## src/rtl/cmd_pkg.sv

```systemverilog
// cmd_pkg: shared definitions for the command framer.
//   - frame constants (sync byte, highest register address, inter-byte timeout)
//   - parameter register bank address map
//   - framer state encoding
//   - ACK/NAK reply bytes, used when CMD_FRAME_ACK_EN is defined
package cmd_pkg;

  localparam logic [7:0] SYNC_BYTE_DEF      = 8'hA5;
  localparam logic [7:0] ADDR_MAX_DEF       = 8'd12;
  localparam int         TIMEOUT_CYCLES_DEF = 12000;  // 1 ms at 12 MHz

  // Register bank address map
  localparam logic [7:0] REG_PERIOD     = 8'd0;
  localparam logic [7:0] REG_P1WID      = 8'd1;
  localparam logic [7:0] REG_DELAY      = 8'd2;
  localparam logic [7:0] REG_P2WID      = 8'd3;
  localparam logic [7:0] REG_PRE_ATT    = 8'd4;
  localparam logic [7:0] REG_POST_ATT   = 8'd5;
  localparam logic [7:0] REG_CPMG       = 8'd6;
  localparam logic [7:0] REG_PBLOCK     = 8'd7;
  localparam logic [7:0] REG_PBLOCK_OFF = 8'd8;
  localparam logic [7:0] REG_BLOCK      = 8'd9;
  localparam logic [7:0] REG_PUMP       = 8'd10;
  localparam logic [7:0] REG_RSVD11     = 8'd11;
  localparam logic [7:0] REG_RSVD12     = 8'd12;

  // Reply bytes sent back after each frame result
  localparam logic [7:0] ACK_BYTE = 8'h06;
  localparam logic [7:0] NAK_BYTE = 8'h15;

  typedef enum logic [2:0] {
    ST_IDLE,
    ST_ADDR,
    ST_DATA,
    ST_CHK
`ifdef CMD_FRAME_ACK_EN
    , ST_ACK
`endif
  } state_t;

endpackage

```

## src/rtl/cmd_timeout_ctr.sv

```systemverilog
// cmd_timeout_ctr: reloadable inter-byte timeout counter.
//   clk, reset : clock, synchronous active-high reset
//   run        : count this cycle (framer is inside a frame)
//   reload     : force the count back to 0 (byte accepted)
//   expired    : high while running with the count at TIMEOUT_CYCLES-1
// The count is held at 0 while not running, so entering a frame always
// starts from a fresh count. It never wraps; it parks at the last value.
module cmd_timeout_ctr #(
  parameter int TIMEOUT_CYCLES = 12000,
  localparam int CW = $clog2(TIMEOUT_CYCLES)
) (
  input  logic clk,
  input  logic reset,
  input  logic run,
  input  logic reload,
  output logic expired
);

  localparam logic [CW-1:0] LAST = CW'(TIMEOUT_CYCLES - 1);

  logic [CW-1:0] cnt_q;

  assign expired = run && (cnt_q == LAST);

  always_ff @(posedge clk) begin
    if (reset)                 cnt_q <= '0;
    else if (reload || !run)   cnt_q <= '0;
    else if (cnt_q != LAST)    cnt_q <= cnt_q + 1'b1;
  end

endmodule

```

## src/rtl/cmd_frame_rx.sv

```systemverilog
// cmd_frame_rx: byte-level command framer feeding the pulse parameter
// register bank.
//
// Frame: SYNC, ADDR, D3, D2, D1, D0, CHK with CHK = ADDR^D3^D2^D1^D0.
// A good frame produces one wr_en pulse one cycle after CHK is accepted;
// a bad checksum (priority) or out-of-range address produces an error
// pulse instead. A frame stalled longer than TIMEOUT_CYCLES between bytes
// is dropped with an err_timeout pulse.
//
// Ports:
//   clk, reset         12 MHz clock, synchronous active-high reset
//   rx_data, rx_valid  received byte and its one-cycle strobe
//   wr_en              one-cycle register write strobe
//   wr_addr, wr_data   write address/data, held until the next write
//   err_chk            one-cycle checksum mismatch pulse
//   err_addr           one-cycle address > ADDR_MAX pulse
//   err_timeout        one-cycle inter-byte timeout pulse
//   busy               high while a frame (or reply) is in progress
// Optional (macro CMD_FRAME_ACK_EN):
//   tx_data, tx_valid  reply byte (06 good / 15 any error), held until
//   tx_ready           is seen high on a clock edge
//   err_overrun        one-cycle pulse, rx byte dropped while replying
module cmd_frame_rx
  import cmd_pkg::*;
#(
  parameter logic [7:0] SYNC_BYTE      = SYNC_BYTE_DEF,
  parameter logic [7:0] ADDR_MAX       = ADDR_MAX_DEF,
  parameter int         TIMEOUT_CYCLES = TIMEOUT_CYCLES_DEF
) (
  input  logic        clk,
  input  logic        reset,
  input  logic [7:0]  rx_data,
  input  logic        rx_valid,
  output logic        wr_en,
  output logic [7:0]  wr_addr,
  output logic [31:0] wr_data,
  output logic        err_chk,
  output logic        err_addr,
  output logic        err_timeout,
  output logic        busy
`ifdef CMD_FRAME_ACK_EN
  ,
  output logic [7:0]  tx_data,
  output logic        tx_valid,
  input  logic        tx_ready,
  output logic        err_overrun
`endif
);

  // Where a frame result (good, error or timeout) sends the FSM.
`ifdef CMD_FRAME_ACK_EN
  localparam state_t ST_DONE = ST_ACK;
`else
  localparam state_t ST_DONE = ST_IDLE;
`endif

  state_t      state_q, state_d;
  logic [7:0]  addr_q;
  logic [31:0] data_q;
  logic [7:0]  chk_q;
  logic [1:0]  bcnt_q;

  logic wr_d, chk_err_d, addr_err_d, to_err_d;
  logic expired, in_frame;

`ifdef CMD_FRAME_ACK_EN
  logic [7:0] ack_byte_d;
  logic       ovr_d;
`endif

  // Timer runs only while collecting frame bytes; any accepted byte reloads.
  assign in_frame = (state_q == ST_ADDR) || (state_q == ST_DATA) || (state_q == ST_CHK);

  cmd_timeout_ctr #(.TIMEOUT_CYCLES(TIMEOUT_CYCLES)) u_to (
    .clk     (clk),
    .reset   (reset),
    .run     (in_frame),
    .reload  (rx_valid),
    .expired (expired)
  );

  // State register
  always_ff @(posedge clk) begin
    if (reset) state_q <= ST_IDLE;
    else       state_q <= state_d;
  end

  // Next state and result decode. A byte arriving on the expiry cycle
  // is checked first, so it wins over the timeout.
  always_comb begin
    state_d    = state_q;
    wr_d       = 1'b0;
    chk_err_d  = 1'b0;
    addr_err_d = 1'b0;
    to_err_d   = 1'b0;
`ifdef CMD_FRAME_ACK_EN
    ovr_d      = 1'b0;
`endif
    case (state_q)
      ST_IDLE: if (rx_valid && rx_data == SYNC_BYTE) state_d = ST_ADDR;
      ST_ADDR: begin
        if (rx_valid)     state_d = ST_DATA;
        else if (expired) begin to_err_d = 1'b1; state_d = ST_DONE; end
      end
      ST_DATA: begin
        // SYNC_BYTE is ordinary data here; no resync.
        if (rx_valid) begin
          if (bcnt_q == 2'd3) state_d = ST_CHK;
        end else if (expired) begin
          to_err_d = 1'b1;
          state_d  = ST_DONE;
        end
      end
      ST_CHK: begin
        if (rx_valid) begin
          if (rx_data != chk_q)    chk_err_d  = 1'b1;
          else if (addr_q > ADDR_MAX) addr_err_d = 1'b1;
          else                     wr_d       = 1'b1;
          state_d = ST_DONE;
        end else if (expired) begin
          to_err_d = 1'b1;
          state_d  = ST_DONE;
        end
      end
`ifdef CMD_FRAME_ACK_EN
      ST_ACK: begin
        ovr_d = rx_valid;
        if (tx_ready) state_d = ST_IDLE;
      end
`endif
      default: state_d = ST_IDLE;
    endcase
`ifdef CMD_FRAME_ACK_EN
    ack_byte_d = wr_d ? ACK_BYTE : NAK_BYTE;
`endif
  end

  // Frame datapath and registered result pulses (latency 1 after CHK).
  always_ff @(posedge clk) begin
    if (reset) begin
      addr_q      <= '0;
      data_q      <= '0;
      chk_q       <= '0;
      bcnt_q      <= '0;
      wr_en       <= 1'b0;
      wr_addr     <= '0;
      wr_data     <= '0;
      err_chk     <= 1'b0;
      err_addr    <= 1'b0;
      err_timeout <= 1'b0;
    end else begin
      wr_en       <= wr_d;
      err_chk     <= chk_err_d;
      err_addr    <= addr_err_d;
      err_timeout <= to_err_d;
      if (wr_d) begin
        wr_addr <= addr_q;
        wr_data <= data_q;
      end
      if (rx_valid && state_q == ST_ADDR) begin
        addr_q <= rx_data;
        chk_q  <= rx_data;
        bcnt_q <= '0;
      end
      if (rx_valid && state_q == ST_DATA) begin
        data_q <= {data_q[23:0], rx_data};
        chk_q  <= chk_q ^ rx_data;
        bcnt_q <= bcnt_q + 2'd1;
      end
    end
  end

  assign busy = (state_q != ST_IDLE);

`ifdef CMD_FRAME_ACK_EN
  // Reply byte is captured on entry to ACK and held until tx_ready.
  always_ff @(posedge clk) begin
    if (reset) begin
      tx_data     <= '0;
      err_overrun <= 1'b0;
    end else begin
      err_overrun <= ovr_d;
      if (state_d == ST_ACK && state_q != ST_ACK) tx_data <= ack_byte_d;
    end
  end

  assign tx_valid = (state_q == ST_ACK);
`endif

endmodule

```

## config.mk

```make
export PLATFORM = sky130hd
export DESIGN_NAME = cmd_frame_rx
export DESIGN_NICKNAME = d
export VERILOG_FILES = /design/src/rtl/cmd_pkg.sv /design/src/rtl/cmd_timeout_ctr.sv /design/src/rtl/cmd_frame_rx.sv
export SDC_FILE = /design/constraint.sdc
export NUM_CORES = 1
export LEC_CHECK = 0
export ABC_AREA = 1
export BUFFER_PORTS_ARGS = -buffer_cell sky130_fd_sc_hd__buf_2
export CAP_MARGIN = 40
export CORE_MARGIN = 2
export CORE_UTILIZATION = 30
export CTS_BUF_LIST = sky130_fd_sc_hd__clkbuf_2 sky130_fd_sc_hd__clkbuf_4 sky130_fd_sc_hd__clkbuf_8
export CTS_CLUSTER_DIAMETER = 150
export DETAILED_ROUTE_END_ITERATION = 10
export PLACE_DENSITY_LB_ADDON = 0.25
export SYNTH_ARGS = -nofsm -noshare
export SYNTH_HDL_FRONTEND = slang
export SYNTH_HIERARCHICAL = 1
export SYNTH_SLANG_ARGS = --single-unit
```

## constraint.sdc

```tcl
create_clock -name clk -period 1.65 [get_ports clk]
set_input_delay 0.2475 -clock clk [delete_from_list [all_inputs] [get_ports clk]]
set_output_delay 0.2475 -clock clk [all_outputs]
set_load 0.02 [all_outputs]
```

# Yosys cells after proc, flatten, opt, wreduce, memory -nomap -nowiden
# Index checks and enable logic that the tools add are counted.
[op_classes]
n_addsub = 2
magnitude_cmp = 1
n_eq_ne = 10
n_mux = 18
bitwise_logic = 4
reduce_logical = 17
[ops]
columns = ["op", "n"]
rows = [
  ["$mux W3", 6],
  ["$mux W8", 2],
  ["$add A14 B1 Y14 const B", 1],
  ["$eq A14 B14 Y1 const B", 1],
  ["$ne A14 B14 Y1 const B", 1],
  ["$pmux W3 S4", 1],
  ["$reduce_or A3 Y1", 3],
  ["$eq A8 B8 Y1 const B", 1],
  ["$gt A8 B4 Y1 const B", 1],
  ["$ne A8 B8 Y1", 1],
  ["$xor A8 B8 Y8", 1],
  ["$mux W1", 7],
  ["$eq A3 B2 Y1 const B", 2],
  ["$logic_and A1 B1 Y1", 4],
  ["$mux W2", 2],
  ["$reduce_or A4 Y1", 1],
  ["$eq A3 B1 Y1 const B", 1],
  ["$logic_not A3 Y1", 1],
  ["$logic_or A1 B1 Y1", 3],
  ["$ne A3 B2 Y1 const B", 1],
  ["$not A1 Y1", 3],
  ["$reduce_bool A3 Y1", 1],
  ["$add A2 B1 Y2 const B", 1],
  ["$eq A2 B2 Y1 const B", 1],
  ["other kinds (5)", 5],
]
[word_totals]
ff_bits = 111
input_bits = 11
elab_cells = 64

# Logic depth before layout (Yosys ltp)
[logic_depth]
depth_word = 7
ltp_mapped = 10
depth_no_buf = 10

# Hierarchy
# Netlist, hierarchy kept.
[by_module_without_submodules]
columns = ["mod", "n_inst", "cells_each", "area_per_inst_um2"]
rows = [
  ["cmd_frame_rx", 1, 557, 3896.2],
  ["cmd_timeout_ctr", 1, 130, 869.6],
]

# Worst setup path after synthesis
# Ideal clock, no wire load.
[synth_timing]
path_kind = "reg-to-reg"
startpoint = "reg u_to.cnt_q[0]"
endpoint = "reg state_q[0]"
arrival_time_ns = 1.370
path_slack_ns = 0.165
stages_incl_launch_ff = 11
n_path_buf = 0
cell_sequence = "dfxtp_1 -> ha_1 -> nand2_2 -> nor2_4 -> nand3_2 -> nor3_1 -> inv_1 -> a21oi_1 -> o21ai_0 -> nand2_1 -> nor3_1"
[synth_via]
elab_chain_cells = 5
[synth_rtl]
columns = ["item", "line_no", "text"]
rows = [
  ["from (decl)", "cmd_timeout_ctr.sv:21", "logic [CW-1:0] cnt_q;"],
  ["from (signal assigned)", "cmd_timeout_ctr.sv:28", "else if (cnt_q != LAST) cnt_q <= cnt_q + 1'b1;"],
  ["$eq A14 B14 Y1 (*)", "cmd_timeout_ctr.sv:23", "assign expired = run && (cnt_q == LAST);"],
  ["$logic_and A1 B1 Y1 (*)", "cmd_timeout_ctr.sv:23", ""],
  ["named net expired", "cmd_frame_rx.sv:64", "logic expired, in_frame;"],
  ["$mux W3 (*)", "-", ""],
  ["$mux W3 (on tied branches)", "-", ""],
  ["$pmux W3 S4 (*)", "-", ""],
  ["to (signal assigned)", "cmd_frame_rx.sv:85", "else state_q <= state_d;"],
  ["to (decl)", "cmd_frame_rx.sv:57", "state_t state_q, state_d;"],
]
# Mark *: on every way through the listed nets, which the timed path passes. The rest lies on a longest branch.
# A chain may end at the register's enable or synchronous reset.

# Final worst setup path
[layout_timing]
startpoint = "reg state_q[1]"
endpoint = "out busy"
[layout_via]
elab_chain_cells = 1
[layout_rtl]
columns = ["item", "line_no", "text"]
rows = [
  ["$reduce_bool A3 Y1", "cmd_frame_rx.sv:173", "assign busy = (state_q != ST_IDLE);"],
  ["to (decl)", "cmd_frame_rx.sv:40", "output logic busy"],
]
# Every way passes these cells.

==> impl_metrics.json <==
{
  "synth_common_cells": "nand2_1, nor2_1, dfxtp_1",
  "ir_drop_mv": 0.401,
  "routabilityCongestion": 0.821,
  "cts_hold_buf": 0,
  "synth_edf_count": 0,
  "power_density_nw_per_um2": 831,
  "p_leak_uw": 0.00268,
  "critPathRequiredTime_ns": 1.40,
  "drt_iter0_drc": 280,
  "drv_cap": 0,
  "tns_ns": 0,
  "synth_top_area_share_pct": 46.6,
  "synthTopCellsByArea": "dfxtp_1, nand2_1, nor2_1",
  "drc": 0,
  "first_global_vias": 3743,
  "postCtsSetupBuffers": 0,
  "wl_per_cell_um": 11.1,
  "critPathKind": "flip-flop to output port",
  "hold_path_class": "input pin to flip-flop",
  "clk_pin_slew_ns": 0.10,
  "maxClockFrequency_ghz": 0.647,
  "yosysMostFrequentCell": "nand2_1",
  "grt_use_total_pct": 13.5,
  "rsz0062_at_grt": "false",
  "multi_input_comb_area_um2": 2040,
  "start_util_pct": 30.3,
  "die_h_um": 130,
  "period_minus_slack_ns": 1.55,
  "n_antenna_cell": 0,
  "ys.flop_type": "dfxtp_1",
  "yosys.area.top_type": "dfxtp_1",
  "num_vias": 4058,
  "dp.cells": 952,
  "instances_no_fill": 967,
  "cts_sinks": 111,
  "detail-route-antenna-nets": 0,
  "skew_ns": 0.0129,
  "overflow": 0,
  "clock_latency_ns": 0.40,
  "grt_max_degree": 78,
  "grt_pass1_wl_mm": 17.9,
  "final_hold_viol_count": 0,
  "syn_to_final_growth_pct": 16.8,
  "ctsResizeCount": 0,
  "dr.pass1.iters": 4,
  "syn_area_per_cell_um2": 6.94,
  "end_kind": "output port",
  "timing.final.setup_violations": 0,
  "htreeDepth": 3,
  "cts_tree": "yes",
  "yosys_warnings": 6,
  "cts_root_buffer": "clkbuf_8",
  "ys_ff_latch": 111,
  "dp_hpwl_mm": 7.52,
  "crit_path_max_incr_delay_ns": 0.32,
  "cts_buffers": 9,
  "rows": 46,
  "synth.net_count": 700,
  "crit_family": "buffers and inverters",
  "synthArstFlopShare_pct": 0,
  "num-fill-cells": 1720,
  "drive_gt1_share_pct": 18.0,
  "cp.buffers_inverters": 3,
  "cp_max_fo": 5,
  "portBuffers": 55,
  "viasPerCell": 4.20,
  "io_pins": 56,
  "slew_violations": 0,
  "status": "completed",
  "antenna_found_initial": 0,
  "crit_chain": "buf_4 -> nor3_1 -> inv_1 -> buf_2",
  "nNetsFinal": 760,
  "cts_max_path_buffers": 2,
  "die_x_um": 130,
  "core_um2": 15700,
  "fin_crit_sh_pct": 93.7,
  "synth.distinct_cells": 30,
  "netlist_area_um2": 4770,
  "wirelength_mm": 10.8,
  "syn-instance-count": 687,
  "arrival_ns": 1.30,
  "worstSetupStartpointType": "flip-flop",
  "seq_area_um2": 2230,
  "yosysSeqAreaShare_pct": 46.6,
  "die_area_um2": 16900,
  "cpMaxStageDelayCell": "dfxtp_1"
}
layout by cell type (no fill, tap or decap), drive strengths merged, types with 2 or more instances in the layout:
| master | Yosys | routed |
|---|---|---|
| nand3 | 26 | 26 |
| ha | 2 | 2 |
| nand2 | 164 | 164 |
| o21ai | 43 | 43 |
| a21oi | 28 | 28 |
| clkbuf | 11 | 11 |
| inv | 96 | 97 |
| xor2 | 2 | 2 |
| nor2 | 159 | 159 |
| buf | 17 | 77 |
| nor3 | 7 | 7 |
| nand3b | 2 | 2 |
| a31oi | 7 | 7 |
| dfxtp | 111 | 111 |
| clkinv | 0 | 2 |
| nand4 | 8 | 8 |
state kept, by name, indices dropped and copies added, names as in the netlist:
register and count:
wr_data 32, err_addr 1, err_timeout 1, chk_q 8, data_q 32, err_chk 1, bcnt_q 2, state_q 3
addr_q 8, wr_addr 8, wr_en 1, u_to/cnt_q 14
where the power goes:
group / internal [µW] / switching, µW / total, µW
logic: 64.3 / 130 / 195
clock network: 764 / 956 / 1720
registers: 2700 / 14.8 / 2710
routing by layer:
metal / vias up / part of all wire (%) / track usage (%)
met5: - / 0 / 0
met4: 0 / 1.8 / 6.07
met3: 12 / 3.4 / 2.87
met2: 47 / 44 / 21.0
met1: 1783 / 51 / 18.1
li1: 2216 / - / -
path summary, 6_finish.rpt:
kind | start | to | slack, ns | cells past startpoint
worst max register to register | u_to/cnt_q[0]$_SDFFE_PP0P_ | state_q[0]$_SDFFE_PP0P_ | 0.15 | 10
worst min register to register | wr_addr[7]$_SDFFE_PP0P_ | wr_addr[7]$_SDFFE_PP0P_ | 0.46 | 2
worst min-delay path | rx_data[1] | data_q[1]$_SDFFE_PP0P_ | 0.13 | 3
worst max-delay path | state_q[1]$_SDFFE_PP0P_ | busy | 0.10 | 4
worst reg2reg max path, delay by kind of cell, from the launching register on:
kind | cells | cell delay, ns
AOI/OAI and AO/OA | 2 | 0.23
and+or+nand+nor | 6 | 0.53
DFF | 1 | 0.36
buffers and inverters | 1 | 0.09
adders and majority gates | 1 | 0.19
cell type report:
type,count,area share (%)
clock buffer,11,2.61
clock inverter,4,0.989
inverter,96,6.47
multi-input combinational,452,36.6
sequential,111,40.0
tap,216,4.86
timing repair buffer,77,8.43
cell families (layout without fill, tap and decap cells):
logic type	after synthesis	count (layout)	share of synthesized area [%]
simple gates	367	367	32.9
buf+inv	124	188	10.8
flops	111	111	46.6
compound gates	79	79	8.56
xor+xnor	3	3	0.551
fa+ha+maj	2	2	0.525
other cells	1	1	0.0787
stage by stage:
stage	worst slack (ns)	instance area, µm²	hold WS [ns]	total power, µW	utilization [%]
after floorplan	0.165	4770	0.386	2890	-
after global placement	0.104	5350	0.442	2970	34.0
after detailed placement	0.0938	5350	0.445	2970	34.0
after CTS	0.0795	5550	0.112	4690	35.3
after global routing	0.00539	5570	0.123	4830	35.4
final	0.103	5570	0.127	4630	35.4
No activity file was read; power rests on OpenSTA's default activity.
